## config.mk

```make
export PLATFORM = sky130hd
export DESIGN_NAME = cellnet_source_seq_flat
export DESIGN_NICKNAME = d
export VERILOG_FILES = /design/src/rtl/cellnet_source_seq_if.sv /design/src/rtl/cellnet_source_seq.sv /design/src/flat_wrapper.sv
export SDC_FILE = /design/constraint.sdc
export NUM_CORES = 1
export LEC_CHECK = 0
export ABC_AREA = 1
export BUFFER_PORTS_ARGS = -buffer_cell sky130_fd_sc_hd__buf_4
export CORE_MARGIN = 3
export CORE_UTILIZATION = 57
export DETAILED_ROUTE_END_ITERATION = 6
export HOLD_SLACK_MARGIN = 0.02
export PLACE_DENSITY = 0.84
export SYNTH_ARGS = -nofsm -noshare
export SYNTH_HDL_FRONTEND = slang
export SYNTH_SLANG_ARGS = --single-unit
```

## constraint.sdc

```tcl
create_clock -name i_clk -period 2.1 [get_ports i_clk]
set_input_delay 0.315 -clock i_clk [delete_from_list [all_inputs] [get_ports i_clk]]
set_output_delay 0.315 -clock i_clk [all_outputs]
set_load 0.01 [all_outputs]
```

## src/rtl/cellnet_source_seq_if.sv

```systemverilog
`default_nettype none
`ifndef ADDRESS_SIZE
`define ADDRESS_SIZE 8
`endif
`ifndef DATA_SIZE
`define DATA_SIZE 8
`endif
// ============================================================================
// Module   : cellnet_source_seq_if
// Purpose  : 4-phase req/ack cellnet message channel (address + data).
// Revision : 1.0 - initial release
// ============================================================================
interface cellnet_source_seq_if #(
    parameter int ASZ = `ADDRESS_SIZE,
    parameter int DSZ = `DATA_SIZE
);
    logic [ASZ-1:0] addr;
    logic [DSZ-1:0] dat;
    logic           req;
    logic           ack;

    modport master (output addr, output dat, output req, input ack);
    modport slave  (input addr, input dat, input req, output ack);
endinterface
`default_nettype wire

```

## src/rtl/cellnet_source_seq.sv

```systemverilog
`default_nettype none
`ifndef ADDRESS_SIZE
`define ADDRESS_SIZE 8
`endif
`ifndef DATA_SIZE
`define DATA_SIZE 8
`endif
// ============================================================================
// Module   : cellnet_source_seq
// Purpose  : Address-sweeping message source driving one 4-phase cellnet channel.
// Revision : 1.0 - initial release
// ============================================================================
module cellnet_source_seq #(
    parameter int MIN_ADDR  = 1,
    parameter int MAX_ADDR  = 1,
    parameter int ADDR_STEP = 1,
    parameter int IDLE_GAP  = 0,
    parameter int ASZ       = `ADDRESS_SIZE,
    parameter int DSZ       = `DATA_SIZE,
    parameter int CNT_SZ    = 16
) (
    input  wire logic              i_clk,
    input  wire logic              i_rst_n,
    input  wire logic              i_start,
    input  wire logic              i_stop,
    input  wire logic [1:0]        i_mode,
    input  wire logic [CNT_SZ-1:0] i_num_msgs,
    cellnet_source_seq_if.master   bus,
    output logic                   o_busy,
    output logic                   o_done,
    output logic [CNT_SZ-1:0]      o_sent
);

    localparam int GW = (IDLE_GAP > 1) ? $clog2(IDLE_GAP) : 1;
    localparam logic [ASZ-1:0] c_min_addr = ASZ'(MIN_ADDR);
    localparam logic [DSZ-1:0] c_min_dat  = DSZ'(MIN_ADDR);
    localparam logic [ASZ:0]   c_max_addr = (ASZ+1)'(MAX_ADDR);
    localparam logic [ASZ:0]   c_step     = (ASZ+1)'(ADDR_STEP);
    localparam logic [GW-1:0]  c_gap_load = GW'((IDLE_GAP > 0) ? IDLE_GAP - 1 : 0);

    typedef enum logic [2:0] {
        S_IDLE    = 3'd0,
        S_ARM     = 3'd1,
        S_REQ     = 3'd2,
        S_RELEASE = 3'd3,
        S_GAP     = 3'd4
    } state_t;

    state_t            r_state;
    logic [ASZ-1:0]    r_addr;
    logic [DSZ-1:0]    r_dat;
    logic              r_req;
    logic              r_busy;
    logic              r_done;
    logic [CNT_SZ-1:0] r_sent;
    logic [DSZ-1:0]    r_round;
    logic [GW-1:0]     r_gap;
    logic              r_stop_pend;
    logic [1:0]        r_mode;
    logic [CNT_SZ-1:0] r_num;

    logic [ASZ:0]      w_sum;
    logic              w_wrap;
    logic [ASZ-1:0]    w_addr_next;
    logic [DSZ-1:0]    w_round_next;
    logic [CNT_SZ-1:0] w_sent_next;
    logic [DSZ-1:0]    w_dat_next;
    logic              w_stop;
    logic              w_limit;

    // One extra bit on the sum so a sweep near the top of the address space cannot alias.
    assign w_sum        = {1'b0, r_addr} + c_step;
    assign w_wrap       = (w_sum > c_max_addr);
    assign w_addr_next  = w_wrap ? c_min_addr : w_sum[ASZ-1:0];
    assign w_round_next = w_wrap ? (r_round + DSZ'(1)) : r_round;
    assign w_sent_next  = r_sent + CNT_SZ'(1);
    assign w_stop       = i_stop | r_stop_pend;
    assign w_limit      = (r_num != '0) && (r_sent == r_num);

    always_comb begin
        w_dat_next = w_round_next;
        case (r_mode)
            2'd1:    w_dat_next = DSZ'(w_sent_next);
            2'd2:    w_dat_next = DSZ'(w_addr_next);
            default: w_dat_next = w_round_next;
        endcase
    end

    always_ff @(posedge i_clk or negedge i_rst_n) begin
        if (!i_rst_n) begin
            r_state     <= S_IDLE;
            r_addr      <= c_min_addr;
            r_dat       <= '0;
            r_req       <= 1'b0;
            r_busy      <= 1'b0;
            r_done      <= 1'b0;
            r_sent      <= '0;
            r_round     <= '0;
            r_gap       <= '0;
            r_stop_pend <= 1'b0;
            r_mode      <= 2'd0;
            r_num       <= '0;
        end else begin
            case (r_state)
                S_IDLE: begin
                    if (i_start) begin
                        r_mode      <= (i_mode == 2'd3) ? 2'd0 : i_mode;
                        r_num       <= i_num_msgs;
                        r_addr      <= c_min_addr;
                        r_dat       <= (i_mode == 2'd2) ? c_min_dat : '0;
                        r_round     <= '0;
                        r_sent      <= '0;
                        r_done      <= 1'b0;
                        r_busy      <= 1'b1;
                        r_stop_pend <= 1'b0;
                        r_state     <= S_ARM;
                    end
                end
                S_ARM: begin
                    if (w_stop) begin
                        r_busy      <= 1'b0;
                        r_done      <= 1'b1;
                        r_stop_pend <= 1'b0;
                        r_state     <= S_IDLE;
                    end else if (!bus.ack) begin
                        r_req   <= 1'b1;
                        r_state <= S_REQ;
                    end
                end
                S_REQ: begin
                    // An in-flight request is never withdrawn; a stop only ends the run later.
                    if (i_stop) r_stop_pend <= 1'b1;
                    if (bus.ack) begin
                        r_req   <= 1'b0;
                        r_sent  <= w_sent_next;
                        r_addr  <= w_addr_next;
                        r_round <= w_round_next;
                        r_dat   <= w_dat_next;
                        r_state <= S_RELEASE;
                    end
                end
                S_RELEASE: begin
                    if (bus.ack) begin
                        if (i_stop) r_stop_pend <= 1'b1;
                    end else if (w_limit || w_stop) begin
                        r_busy      <= 1'b0;
                        r_done      <= 1'b1;
                        r_stop_pend <= 1'b0;
                        r_state     <= S_IDLE;
                    end else if (IDLE_GAP == 0) begin
                        r_req   <= 1'b1;
                        r_state <= S_REQ;
                    end else begin
                        r_gap   <= c_gap_load;
                        r_state <= S_GAP;
                    end
                end
                S_GAP: begin
                    if (w_stop) begin
                        r_busy      <= 1'b0;
                        r_done      <= 1'b1;
                        r_stop_pend <= 1'b0;
                        r_state     <= S_IDLE;
                    end else if (r_gap == '0) begin
                        r_req   <= 1'b1;
                        r_state <= S_REQ;
                    end else begin
                        r_gap <= r_gap - GW'(1);
                    end
                end
                default: r_state <= S_IDLE;
            endcase
        end
    end

    assign bus.addr = r_addr;
    assign bus.dat  = r_dat;
    assign bus.req  = r_req;
    assign o_busy   = r_busy;
    assign o_done   = r_done;
    assign o_sent   = r_sent;

endmodule
`default_nettype wire

```

## src/flat_wrapper.sv

```systemverilog
// flat-port wrapper written by rule: the top's interface ports become plain ports
module cellnet_source_seq_flat 
#(
    parameter int MIN_ADDR  = 1,
    parameter int MAX_ADDR  = 1,
    parameter int ADDR_STEP = 1,
    parameter int IDLE_GAP  = 0,
    parameter int ASZ       = `ADDRESS_SIZE,
    parameter int DSZ       = `DATA_SIZE,
    parameter int CNT_SZ    = 16
)
  (i_clk, i_rst_n, i_start, i_stop, i_mode, i_num_msgs, o_busy, o_done, o_sent, bus_addr, bus_dat, bus_req, bus_ack);
  cellnet_source_seq_if #(.ASZ(ASZ), .DSZ(DSZ)) bus_i ();
  input  wire logic i_clk;
  input  wire logic i_rst_n;
  input  wire logic i_start;
  input  wire logic i_stop;
  input  wire logic [1:0] i_mode;
  input  wire logic [CNT_SZ-1:0] i_num_msgs;
  output logic o_busy;
  output logic o_done;
  output logic [CNT_SZ-1:0] o_sent;
  output wire logic [$bits(bus_i.addr)-1:0] bus_addr;
  output wire logic [$bits(bus_i.dat)-1:0] bus_dat;
  output wire logic [$bits(bus_i.req)-1:0] bus_req;
  input wire logic [$bits(bus_i.ack)-1:0] bus_ack;
  assign bus_addr = bus_i.addr;
  assign bus_dat = bus_i.dat;
  assign bus_req = bus_i.req;
  assign bus_i.ack = bus_ack;
  cellnet_source_seq #(.MIN_ADDR(MIN_ADDR), .MAX_ADDR(MAX_ADDR), .ADDR_STEP(ADDR_STEP), .IDLE_GAP(IDLE_GAP), .ASZ(ASZ), .DSZ(DSZ), .CNT_SZ(CNT_SZ)) u_core (.i_clk(i_clk), .i_rst_n(i_rst_n), .i_start(i_start), .i_stop(i_stop), .i_mode(i_mode), .i_num_msgs(i_num_msgs), .bus(bus_i), .o_busy(o_busy), .o_done(o_done), .o_sent(o_sent));
endmodule
```

==> run summary <==
Worst Hold Class: primary input to asynchronous set/reset pin
Worst r2r path cells: 9
Worst path required time: 2320 ps
Final period utilization: 95.3%
Slew Limit Headroom: 46.7%
Initial core utilization: 59.5%
DRT Pass-1 Iters: 5
H-tree levels: 3
Fin crit period: 2000 ps
Vias: 3375
Worst reg2reg endpoint: u_core.bus.dat[0]$_DFFE_PN0P_
Die Y: 85.1 um
Gr usage total: 25.3%
Leakage power: 0.00225 uW
Maxcap violations: 0
Number of buffers added on ports: 57
Root buf cell: clkbuf_8
# rows: 28
Fmax: 500 MHz
Largest net degree at the start of global routing: 65
Core region area: 0.00599 sq mm
Fraction of final layout cells sized beyond drive strength 1: 18.4%
CTS tree: yes
Initial antenna violation count: 0
Die X: 85.1 um
Worst vdd ir: 0.834 mV
Post-synth top area share: 44.2%
Placement Setup Slack: -13.0 ps
Filler cell count: 452
DR WL/cell: 14.1 um
Combinational Power Share: 47.6%
Post-synthesis cell type count: 35
Io pins: 58
Number of flops mapped to enable cells by yosys: 0
Synthesized flop and latch total: 64
Syn Inst Count: 474
Internal Power: 3180 uW
TritonCTS Buffers: 9
Hpwl dp: 6130 um
CTS Buffer Depth: 2
Final hold vios: 0
Worst hold slack: 52.4 ps
Ys Warns: 0
Synth cell count leaders: nand2_1 (141), inv_1 (69), dfrtp_1 (63)
Outcome: complete, no violations
CP Data Arrival Time: 2220 ps
Final setup viols: 0
Setup slack, reg-to-reg: 100 ps
Sw power: 2390 uW
Setup TNS: 0 ps
Worst Max-Slew Pin Slew: 800 ps
Clock slew seen by the registers of the worst setup and hold paths: 70 ps
Crit path capture type: flip-flop
Top-count cell post-synth: nand2_1
Initial DRC count: 255
Yosys top cell by area: dfrtp_1
Final GP Congestion: 0.917
Reg power frac: 34.3%
Avg Inst Size Synth: 7.52 sq um
Clk pwr share: 18.1%
Post-Syn Nets: 507
Crit path max fanout: 5
Overflow after GRT: 0
DRT antenna net count: 0
Overall power: 5570 uW
Synth area leaders: dfrtp_1 (44%), nand2_1 (15%), inv_1 (7.3%), o21ai_0 (5.8%), nor2_1 (4.1%)
N_diodes: 0
Clk_lat worst skew: 350 ps
FF-to-FF Start: u_core.bus.addr[0]$_DFFE_PN1P_
Die footprint: 0.00724 sq mm
Total wire length: 8840 um
Layout Nets: 578
Vias in the first global route: 3246
Remaining DRCs: 0
Post-synth ARST share: 100%
Sink Count: 64
Startpoint Class: flip-flop
Share of the yosys chip area belonging to registers: 45.0%
Dominant synthesized flop cell: dfrtp_1
Synthesized area: 0.00356 sq mm
Slew Limit Fails: 0
Post-DR vias/cell: 5.40
Pwr Density: 1280 mW/mm^2
WS Path Type: flip-flop to flip-flop
First-pass GRT wire length: 14600 um
Sw Ratio: 42.9%
Final clock skew: 9.45 ps
Setup ws final: 98.3 ps
Area grow syn2layout: 22.0%
power groups by stage:
| stage | Clock [uW] | Sequential, uW | Combinational, uW |
|---|---|---|---|
| after floorplan | 0 | 1920 | 1670 |
| after global placement | 0 | 1900 | 2350 |
| after detailed placement | 0 | 1920 | 2420 |
| after CTS | 999 | 1900 | 2460 |
| after global routing | 1060 | 1960 | 3030 |
| final | 1010 | 1910 | 2650 |
layer usage:
metal / vias up / GRT usage, % / wire length [um]
li1: 1647 / - / -
met1: 1559 / 32.6 / 3700
met2: 143 / 42.2 / 4330
met3: 26 / 3.88 / 586
met4: 0 / 11.1 / 219
met5: - / 0 / 0
worst max-delay path by stage:
stage	from	endpoint	slack [ps]
floorplan	u_core.bus.addr[0]$_DFFE_PN1P_	u_core.bus.dat[6]$_DFFE_PN0P_	200
global placement	u_core.bus.addr[0]$_DFFE_PN1P_	u_core.bus.dat[3]$_DFFE_PN0P_	70
detailed placement	u_core.bus.addr[0]$_DFFE_PN1P_	u_core.bus.dat[3]$_DFFE_PN0P_	-10
CTS	u_core.bus.addr[0]$_DFFE_PN1P_	u_core.bus.dat[3]$_DFFE_PN0P_	30
global route	u_core.r_state[0]$_DFFE_PN0P_	u_core.o_sent[14]$_DFFE_PN0P_	-10
finish	u_core.bus.addr[0]$_DFFE_PN1P_	u_core.bus.dat[0]$_DFFE_PN0P_	100
sequential cells by signal, indices dropped and copies added, names as in the netlist:
name / count
u_core.bus.addr: 8
u_core.bus.dat: 8
u_core.bus.req: 1
u_core.o_busy: 1
u_core.o_done: 1
u_core.o_sent: 16
u_core.r_mode: 2
u_core.r_num: 16
u_core.r_round: 8
u_core.r_state: 2
u_core.r_stop_pend: 1
worst max-delay path: stages (launching register included):
cell and delay (ps):
dfstp_2 550, inv_1 140, ha_4 290, o21bai_4 170, nand3_2 180, buf_4 190, nor2_1 110, o21ai_0 100
nand3_1 90, a21oi_1 60
layout make-up:
type                    count  area [sq um]  share of cell area [%]
flip-flops and latches     64          1600                    36.8
repair buffers             70           526                    12.1
well taps                  75          93.8                    2.16
inverters                  73           274                    6.30
clock buffers              16           180                    4.14
multi-input cells         327          1670                    38.5
placed cells by master, fill, tap and decap left out, types with 3 or more instances in the layout:
cell / synthesis / final
nand2_1: 141 / 141
buf_4: 0 / 70
inv_1: 69 / 69
dfrtp_1: 63 / 63
nor2_1: 39 / 39
o21ai_0: 41 / 39
nand3_1: 22 / 22
xor2_1: 14 / 14
clkbuf_8: 0 / 12
o22ai_1: 11 / 11
a21oi_1: 10 / 10
nand4_1: 9 / 9
ha_1: 10 / 9
nor3_1: 8 / 8
o21ai_1: 3 / 5
clkbuf_1: 5 / 4
inv_2: 3 / 3
cells by family after synthesis:
logic type | share of synthesized area [%]
compound gates | 10.4
xor+xnor | 3.69
fa+ha+maj | 3.51
buf+inv | 9.23
flops | 45.0
simple gates | 28.2
stage by stage:
stage	instances	cell area (sq um)	utilization, %
after global routing	625	4350	72.6
final	625	4350	72.6
after global placement	601	4080	68.0
after floorplan	474	3560	-
after detailed placement	601	4080	68.0
after CTS	617	4260	71.2
repair_timing:
action                                  CTS  global route
pin swaps                                 0             3
hold buffers                              0             0
endpoints found under the setup margin    2            10
gates resized for setup                   1             5
setup buffers                             0             7
cloned                                    0             1
No activity file was read; power rests on OpenSTA's default activity.
